File: config.mk
export PLATFORM = sky130hd
export DESIGN_NAME = seq_fsm
export DESIGN_NICKNAME = d
export VERILOG_FILES = /design/src/rtl/seq_fsm.sv
export SDC_FILE = /design/constraint.sdc
export NUM_CORES = 1
export LEC_CHECK = 0
export BUFFER_PORTS_ARGS = -buffer_cell sky130_fd_sc_hd__buf_2
export CAP_MARGIN = 20
export CORE_AREA = 2 2 71 73
export DETAILED_ROUTE_END_ITERATION = 7
export DIE_AREA = 0 0 73 75
export PLACE_DENSITY = 0.74
export SYNTH_ARGS = -nofsm -noshare
export SYNTH_HDL_FRONTEND = slang
export SYNTH_SLANG_ARGS = --single-unit
File: constraint.sdc
create_clock -name clk -period 1.55 [get_ports clk]
set_input_delay 0.155 -clock clk [delete_from_list [all_inputs] [get_ports clk]]
set_output_delay 0.155 -clock clk [all_outputs]
set_load 0.03 [all_outputs]
File: src/rtl/seq_fsm.sv
// seq_fsm: instruction sequencer for a byte-wide core.
// Fetches one instruction byte, lets the external decoder settle, performs an
// optional LDB/STB data access, then pulses exec for the datapath. A level
// halt request is taken only at the instruction boundary after EXEC.
//
// Memory handshake: mem_req is a request level. While mem_req=1, mem_addr,
// mem_we and mem_wdata are held stable until mem_ack is sampled high at a
// rising clk edge. mem_ack is a one-cycle completion pulse, and it may arrive
// in the first request cycle. mem_ack seen while mem_req=0 has no effect.
// mem_req drops in the cycle after the acknowledge.
module seq_fsm #(
   parameter logic [15:0] RESET_PC = 16'h0000
) (
   input  logic        clk,
   input  logic        rst_n,
   output logic        mem_req,
   output logic        mem_we,
   output logic [15:0] mem_addr,
   output logic [7:0]  mem_wdata,
   input  logic [7:0]  mem_rdata,
   input  logic        mem_ack,
   output logic [7:0]  instr,
   input  logic        dec_fetch,
   input  logic        dec_we,
   input  logic [15:0] data_addr,
   input  logic [7:0]  data_wdata,
   output logic [7:0]  ld_data,
   output logic        ld_valid,
   output logic        exec,
   input  logic        halt,
   output logic        halted,
   output logic [15:0] pc,
   output logic [2:0]  o_dbg_state
);

   typedef enum logic [2:0] {
      S_FETCH  = 3'd0,
      S_DECODE = 3'd1,
      S_MEM    = 3'd2,
      S_EXEC   = 3'd3,
      S_HALT   = 3'd4
   } state_t;

   state_t      r_state;
   state_t      w_state_nxt;
   logic        r_live;     // low for the cycle(s) spent in reset; gates the first fetch
   logic [15:0] r_pc;
   logic [7:0]  r_instr;
   logic [7:0]  r_ld_data;
   logic        r_ld_flag;  // current instruction completed a load
   logic        w_fetch_done;
   logic        w_mem_done;

   assign w_fetch_done = (r_state == S_FETCH) && r_live && mem_ack;
   assign w_mem_done   = (r_state == S_MEM) && mem_ack;

   assign pc          = r_pc;
   assign instr       = r_instr;
   assign ld_data     = r_ld_data;
   assign o_dbg_state = r_state;

   // State register plus the pc, instruction and load-data registers.
   always_ff @(posedge clk) begin
      if (!rst_n) begin
         r_state   <= S_FETCH;
         r_live    <= 1'b0;
         r_pc      <= RESET_PC;
         r_instr   <= 8'h00;
         r_ld_data <= 8'h00;
         r_ld_flag <= 1'b0;
      end else begin
         r_state <= w_state_nxt;
         r_live  <= 1'b1;
         if (w_fetch_done) begin
            r_instr <= mem_rdata;
            r_pc    <= r_pc + 16'd1;
         end
         if (w_mem_done && !dec_we) begin
            r_ld_data <= mem_rdata;
            r_ld_flag <= 1'b1;
         end else if (r_state == S_EXEC) begin
            r_ld_flag <= 1'b0;
         end
      end
   end

   // Next-state and output decode; idle bus shows pc and zero write data.
   always_comb begin
      w_state_nxt = r_state;
      mem_req     = 1'b0;
      mem_we      = 1'b0;
      mem_addr    = r_pc;
      mem_wdata   = 8'h00;
      exec        = 1'b0;
      ld_valid    = 1'b0;
      halted      = 1'b0;
      case (r_state)
         S_FETCH: begin
            mem_req = r_live;
            if (w_fetch_done) w_state_nxt = S_DECODE;
         end
         S_DECODE: begin
            w_state_nxt = dec_fetch ? S_MEM : S_EXEC;
         end
         S_MEM: begin
            mem_req   = 1'b1;
            mem_addr  = data_addr;
            mem_we    = dec_we;
            mem_wdata = data_wdata;
            if (w_mem_done) w_state_nxt = S_EXEC;
         end
         S_EXEC: begin
            exec        = 1'b1;
            ld_valid    = r_ld_flag;
            w_state_nxt = halt ? S_HALT : S_FETCH;
         end
         S_HALT: begin
            halted = 1'b1;
            if (!halt) w_state_nxt = S_FETCH;
         end
         default: begin
            w_state_nxt = S_FETCH;
         end
      endcase
   end

endmodule

==> results.cfg, run 1 <==
[worst_setup_path]
arrival_ns = 1.63
cpPeakStageDelay_ns = 0.36
crit_fanout = 5
crit_required_ns = 1.39
cp-end-kind = primary output
path_common_cell = buf_6
path_cells = nor3b_4 > buf_6 > buf_16 > mux2_4 > buf_6
cp-start-kind = flip-flop
crit_path_top_delay_cell = dfxtp_4
critPathKind = reg -> out

[final_layout]
antenna_cells = 0
drive_gt1_share_pct = 62.3
layout.nets = 359
area_delta_synth_final_pct = 73.6
stdcell_area_um2 = 3110
final_common_cell = buf_2
final_cell_mix = buf_2, buf_6, dfxtp_1, nor2_1, buf_4

[timing]
fmax_mhz = 559
finalHoldViolCount = 0
fin_ws_ns = -0.238
final.period_utilization_pct = 115
finalSetupViolCount = 47
max_slew_margin_pct = 79.9
fin_skew_ns = 0.00276
maxSlewViolCount = 0
worstMarginPinSlew_ns = 0.299
rsz0062_at_grt = true
min_period_ns = 1.79

[placement]
gp_congestion = 0.764
dp_hpwl_um = 3470
pre_cts_ws_ns = 0.0343
port-buffer-count = 101
placed_cell_area_um2 = 2530

[detailed_routing]
postRouteAntennaNets = 0
drt_first_iter_violations = 104
dr_total_vias = 1858
remaining_drc_errors = 0
routed_via_density = 4.95
first_pass_iters = 4
routedWlPerCell_um = 14.3
wl_um = 5380

[clocking]
clock_sinks = 37
cts-htree-levels = 2
clkSlewWorstSetupHoldPaths_ns = 0.08
clk-insertion-delay-late_ns = 0.28
clk_path_buf_depth = 2
hold_buffers = 0
cts_buffers = 5
cts_tree = yes
clockRootBuffer = clkbuf_8

[die]
die_height_um = 75
dieArea_um2 = 5480
ioPinCount = 102
initial_utilization_pct = 38.4
core_um2 = 4660
rows = 25
die_w_um = 73

[global_routing]
grt_pass1_wl_um = 7840
grt_pass1_vias = 1694
grt_usage_pct = 18.4
grt_overflow = 0
grt_max_degree = 16
grt_antenna_before_repair = 0

[synth]
ys_seq_area_share_pct = 41.4
yosysWarnings = 0
ys_seq_elements = 37
syn_area_per_cell_um2 = 9.57
synth_nets = 226
yosys.cell_types.count = 34
yosys.area.top_type_share_pct = 41.4
netlist_area_um2 = 1790
syn_inst = 187
yosys-top-cells-area = dfxtp_1, mux2_2, mux2i_1, nor2_1, and2_1
synth.largest_area_cell = dfxtp_1

[run_status]
status = finished, violations left
violations = negative setup slack

[pwr]
ir_drop_uv = 565
power.total_mw = 2.28
p_leak_nw = 1.54
power_density_nw_per_um2 = 732

[flow_run]
cap_viol_max_count = 0

[worst_hold_path]
hold_class = in -> reg
[worst max-delay path, delay by kind of cell (launching register included)]
| kind | cells | cell delay (ns) |
|---|---|---|
| buffers and inverters | 3 | 0.40 |
| flip-flops | 1 | 0.36 |
| multiplexers | 1 | 0.30 |
| AND/OR/NAND/NOR | 1 | 0.29 |
[synth_stat cells]
| library cell | instances |
|---|---|
| and3_1 | 2 |
| xnor2_1 | 7 |
| clkinv_1 | 1 |
| dfxtp_1 | 37 |
| and4bb_2 | 1 |
| nor3b_1 | 3 |
| mux2_2 | 15 |
| and4b_1 | 1 |
| o211a_1 | 1 |
| nor2_4 | 1 |
| and2_1 | 11 |
| ha_1 | 1 |
| nand3b_1 | 1 |
| nor3b_4 | 1 |
| nand4_1 | 2 |
| nor2_1 | 27 |
| buf_2 | 2 |
| buf_4 | 2 |
| xor2_1 | 2 |
| clkbuf_1 | 4 |
| a21oi_1 | 10 |
| nand3_1 | 4 |
| inv_1 | 1 |
| buf_6 | 1 |
| nand4bb_1 | 1 |
| and4bb_1 | 1 |
| mux2i_1 | 16 |
| and3b_1 | 1 |
| nor3_1 | 3 |
| nand2_1 | 5 |
| and4_1 | 3 |
| nand4_2 | 2 |
| or3_1 | 7 |
| o21ai_0 | 10 |
[worst paths after layout]
path / from / endpoint / slack [ns] / cells past startpoint
worst max register to register: o_dbg_state[0] / ld_data[7] / -0.13 / 9
worst min register to register: ld_data[3] / ld_data[3] / 0.49 / 2
worst max-delay path: o_dbg_state[0] / mem_addr[6] / -0.24 / 5
worst min-delay path: rst_n / r_live / 0.008 / 1
[registers in the layout, summed over array words and instances (netlist names)]
name         cells
r_live           1
pc              16
instr            8
r_ld_flag        1
o_dbg_state      3
ld_data          8
[timing repair]
item,in CTS,in global routing
endpoints found under the setup margin,25,45
setup buffers,6,12
gates resized for setup,76,34
pin swaps,4,23
gates cloned,3,0
[power breakdown]
group | switching (mW) | internal [mW]
Sequential | 0.0192 | 0.974
Clock | 0.349 | 0.310
Combinational | 0.313 | 0.311
[metrics by stage]
step	cells	TNS, ns	util, %	hold slack [ns]
2_1_floorplan	187	-0.741	-	0.183
3_3_place_gp	349	0	54.2	0.304
3_5_place_dp	349	0	54.2	0.305
4_1_cts	366	-4.08	63.7	0.00562
5_1_grt	375	-9.82	66.7	0.00317
6_report	375	-6.41	66.7	0.00813
[cells by family after synthesis]
kind of cell / after synthesis / synth area share [%]
simple gates: 77 / 25.7
buf+inv: 11 / 3.29
flops: 37 / 41.4
xor+xnor: 9 / 4.41
fa+ha+maj: 1 / 0.699
mux: 31 / 18.4
compound gates: 21 / 6.15
[metal layers]
layer  part of all wire (%)  global-route usage (%)  vias to the layer above
li1                       -                       -                      926
met1                     42                    22.0                      859
met2                     52                    33.9                       69
met3                    4.8                    3.48                        4
met4                   0.46                    4.32                        0
met5                      0                       0                        -
[final cells by class]
| cell class | count | area, um2 |
|---|---|---|
| clock buffers | 5 | 68.8 |
| clock inverters | 3 | 17.5 |
| fillers | 391 | 1550 |
| inverters | 2 | 7.51 |
| multi-input cells | 139 | 1180 |
| flip-flops and latches | 37 | 762 |
| well taps | 54 | 67.6 |
| repair buffers | 135 | 1000 |
No activity file was read; power rests on OpenSTA's default activity.
==> run 2: changes to the inputs <==
Settings changed: CORE_AREA 2 2 71 73 to 2 2 67 69, DIE_AREA 0 0 73 75 to 0 0 69 71, PLACE_DENSITY 0.74 to 0.79.
Clock period 1.55 ns to 1.88 ns, I/O delays scaled along.
==> run 2 against run 1 <==
- the flow now finishes without violations
- largest cell class unchanged
- die area shrank 11%
- core utilization fell by 4.8 points
- clock power shrank 15%
- via count shrank 3.8%
- setup slack better by 0.27 ns
- highest routed layer unchanged
- non-clock buffer count decreased by 22
- hold slack better by 0.025 ns
- first-iteration DRC count down 47%
- global-route usage decreased by 1.6 points
- sequential power shrank 17%
==> results.cfg, run 2 (synthesis results as in run 1) <==
[run_status]
status = complete, no violations

[placement]
gp_congestion = 0.697
placed_cell_area_um2 = 2350
pre_cts_ws_ns = 0.226
port-buffer-count = 101
dp_hpwl_um = 3290

[global_routing]
grt_antenna_before_repair = 0
grt_pass1_vias = 1497
grt_max_degree = 36
grt_overflow = 0
grt_pass1_wl_um = 6760
grt_usage_pct = 16.8

[timing]
max_slew_margin_pct = 75.2
finalSetupViolCount = 0
maxSlewViolCount = 0
min_period_ns = 1.85
finalHoldViolCount = 0
final.period_utilization_pct = 98.2
fin_ws_ns = 0.0346
rsz0062_at_grt = true
fin_skew_ns = 0.00466
worstMarginPinSlew_ns = 0.372
fmax_mhz = 542

[worst_setup_path]
crit_path_top_delay_cell = dfxtp_4
cpPeakStageDelay_ns = 0.38
critPathKind = reg -> out
crit_fanout = 7
path_cells = nor3b_4 > buf_6 > mux2_2 > buf_6
path_common_cell = buf_6
cp-end-kind = primary output
crit_required_ns = 1.69
arrival_ns = 1.66
cp-start-kind = flip-flop

[die]
core_um2 = 4200
ioPinCount = 102
initial_utilization_pct = 42.6
die_height_um = 71
die_w_um = 69
dieArea_um2 = 4900
rows = 24

[final_layout]
layout.nets = 337
area_delta_synth_final_pct = 45.5
stdcell_area_um2 = 2600
antenna_cells = 0
largest_register_ffs = 16
drive_gt1_share_pct = 47.8
final_cell_mix = buf_2, dfxtp_1, nor2_1, mux2i_1, buf_6
final_common_cell = buf_2

[pwr]
ir_drop_uv = 446
p_leak_nw = 1.34
power_density_nw_per_um2 = 681
power.total_mw = 1.77

[clocking]
cts_buffers = 5
clock_sinks = 37
clk-insertion-delay-late_ns = 0.29
clkSlewWorstSetupHoldPaths_ns = 0.08
cts_tree = yes
clockRootBuffer = clkbuf_8
cts-htree-levels = 2
clk_path_buf_depth = 2
hold_buffers = 0

[worst_hold_path]
hold_class = in -> reg

[detailed_routing]
drt_first_iter_violations = 55
wl_met2_um = 2300
routed_via_density = 5.09
wl_met3_um = 389
routedWlPerCell_um = 13.4
first_pass_iters = 4
wl_met1_um = 1990
remaining_drc_errors = 0
postRouteAntennaNets = 0
wl_um = 4690
dr_total_vias = 1787
top_layer_used = met4

[flow_run]
cap_viol_max_count = 0
-- run 2: cell types whose count changed in the layout (fill, tap and decap cells not counted), moves of 13 or more --
cell / previous run / this run
buf_6: 37 / 15
buf_2: 73 / 86
mux2_4: 15 / 2
buf_4: 22 / 9
mux2_2: 0 / 13
-- run 2: layout make-up --
class                           count  area [um2]
Multi-Input combinational cell    139         997
Inverter                            2        7.51
Timing Repair Buffer              113         692
Clock inverter                      3        22.5
Sequential cell                    37         749
Clock buffer                        5        68.8
Fill cell                         378        1600
Tap cell                           52        65.1
-- run 2: final timing paths --
path | startpoint | endpoint | slack [ns] | cells past startpoint
worst min-delay path | rst_n | r_live | 0.03 | 1
worst max-delay path | o_dbg_state[1] | mem_addr[15] | 0.03 | 4
worst max register to register | pc[0] | pc[14] | 0.21 | 5
worst min register to register | r_ld_flag | r_ld_flag | 0.49 | 2
-- run 2: power by group --
group	internal, mW	total [mW]	leakage (nW)	switching (mW)
clock network	0.260	0.560	0.0364	0.300
registers	0.804	0.822	0.302	0.0178
logic	0.170	0.392	1.00	0.222
-- run 2: metrics by stage --
step,hold WS (ns),utilization [%],std cells,TNS (ns)
floorplan,0.216,-,187,0
global placement,0.327,55.8,336,0
global route,0.0254,61.9,351,-0.327
CTS,0.0252,58.2,344,-0.00501
finish,0.0327,61.9,351,0
detailed placement,0.329,55.8,336,0
-- run 2: per-layer routing --
layer  vias up  GRT usage, %
met3         3          5.70
met5         -             0
met1       817          20.6
met4         0          3.92
li1        884             -
met2        83          28.5
-- run 2: timing repair --
action	4_1_cts	5_1_grt
pin swaps	0	1
buffers inserted	0	5
setup endpoints to repair	15	15
gates cloned	0	2
gates resized for setup	3	50
-- run 2: worst max-delay path, delay by kind of cell (launching register included) --
family	cells	cell delay, ns
flops	1	0.38
mux	1	0.35
simple gates	1	0.31
buf+inv	2	0.33
==> run 3: changes to the inputs <==
Settings changed: CORE_AREA 2 2 67 69 to 10 10 75 77, DIE_AREA 0 0 69 71 to 0 0 85 87.
==> run 3 against run 2 <==
- setup slack better by 0.013 ns
- count of clock-buffer cells in the layout unchanged
- register-to-register slack about the same
- non-clock buffer count up 3
- critical path depth unchanged
- total power up 14%
- clock skew up 0.0022 ns
- highest routed layer unchanged
==> results.cfg, run 3 (synthesis results as in run 1) <==
[run_status]
status = complete, no violations

[clocking]
cts_tree = yes
clk_path_buf_depth = 2
clk-insertion-delay-late_ns = 0.28
clkSlewWorstSetupHoldPaths_ns = 0.07
clockRootBuffer = clkbuf_8
hold_buffers = 0
cts-htree-levels = 2
clock_sinks = 37
cts_buffers = 5

[worst_hold_path]
hold_class = in -> reg

[detailed_routing]
postRouteAntennaNets = 0
routed_via_density = 4.95
dr_total_vias = 1752
routedWlPerCell_um = 15.6
wl_um = 5540
first_pass_iters = 4
remaining_drc_errors = 0
drt_first_iter_violations = 85

[timing]
finalHoldViolCount = 0
final.period_utilization_pct = 97.5
rsz0062_at_grt = true
min_period_ns = 1.83
setup_tns_ns = 0
fmax_mhz = 546
maxSlewViolCount = 0
worstMarginPinSlew_ns = 0.374
finalSetupViolCount = 0
fin_ws_ns = 0.0474
fin_skew_ns = 0.00685
max_slew_margin_pct = 75.0

[final_layout]
seq_area_um2 = 752
n_fill_cell = 372
layout.nets = 340
antenna_cells = 0
area_delta_synth_final_pct = 49.6
multiInputGateArea_um2 = 990
largest_register_ffs = 16
final_common_cell = buf_2
final_cell_mix = buf_2, dfxtp_1, nor2_1, mux2i_1, buf_6
drive_gt1_share_pct = 48.7

[worst_setup_path]
arrival_ns = 1.64
critPathKind = reg -> out
cp-start-kind = flip-flop
crit_required_ns = 1.69
crit_fanout = 6
cp-end-kind = primary output

[global_routing]
grt_pass1_wl_um = 8630
use_met2_pct = 23.4
top_usage_layer = met2
grt_pass1_vias = 1793
grt_max_degree = 29
grtUsageMet1_pct = 14.1
grt_antenna_before_repair = 0
use_met3_pct = 8.61
grt_overflow = 0
grt_usage_pct = 13.7

[die]
die_height_um = 87
initial_utilization_pct = 42.3
die_w_um = 85
core_um2 = 4230
ioPinCount = 102
dieArea_um2 = 7400
rows = 24

[pwr]
p_leak_nw = 1.37
power_density_nw_per_um2 = 758
ir_drop_uv = 727

[placement]
pre_cts_ws_ns = 0.244
dp_hpwl_um = 4170
port-buffer-count = 101
gp_congestion = 0.754

[flow_run]
cap_viol_max_count = 0
==> run 3: cell count changes in the layout (fill, tap and decap cells not counted) <==
cell | previous run | this run
clkinv_2 | 0 | 1
dfxtp_2 | 1 | 0
mux2_2 | 13 | 15
buf_2 | 86 | 81
dfxtp_4 | 2 | 3
buf_6 | 15 | 16
clkbuf_2 | 1 | 0
clkinvlp_4 | 3 | 0
dlymetal6s2s_1 | 1 | 0
buf_4 | 9 | 15
bufinv_16 | 0 | 2
clkbuf_4 | 1 | 4
mux2_4 | 2 | 0
==> run 3: power by group <==
group | total [mW] | switching [mW] | internal [mW]
Sequential | 0.820 | 0.0161 | 0.803
Clock | 0.806 | 0.279 | 0.527
Combinational | 0.405 | 0.227 | 0.177
==> run 3: worst max-delay path, stage by stage, from the launching register on <==
cell	delay, ns
dfxtp_4	0.36
nor3b_4	0.32
buf_6	0.18
mux2_2	0.32
buf_2	0.18
==> run 3: final cells by class <==
type	count	share of cell area, %
clock inverters	3	2.43
repair buffers	116	27.2
inverters	2	0.281
multi-input cells	139	37.0
clock buffers	5	2.57
well taps	52	2.43
flip-flops and latches	37	28.1
==> run 3: metrics by stage <==
stage                     std cells  hold slack, ns  power, mW  area [um2]  utilization (%)
after floorplan                 187           0.216       1.08        1790                -
after global placement          337           0.322       1.19        2350             55.6
after detailed placement        337           0.328       1.19        2350             55.6
after CTS                       345          0.0299       2.00        2490             58.9
after global routing            354          0.0383       2.12        2680             63.2
final                           354          0.0367       2.03        2680             63.2
==> run 3: repair_timing <==
action	4_1_cts	5_1_grt
resized for setup	2	58
setup buffers	0	7
gates cloned	0	2
pin swaps	0	1
setup endpoints to repair	9	14
==> run 3: path summary, 6_finish.rpt <==
| check | from | to | slack, ns | cells past startpoint |
|---|---|---|---|---|
| max | o_dbg_state[0] | mem_addr[14] | 0.05 | 4 |
| max reg2reg | o_dbg_state[0] | pc[15] | 0.21 | 5 |
| min reg2reg | r_ld_flag | r_ld_flag | 0.50 | 2 |
| min | rst_n | r_live | 0.04 | 1 |
==> run 3: metal layers <==
metal,wire [um],up-vias
li1,-,883
met1,2160,795
met2,2650,72
met3,706,2
met4,15,0
met5,0,-
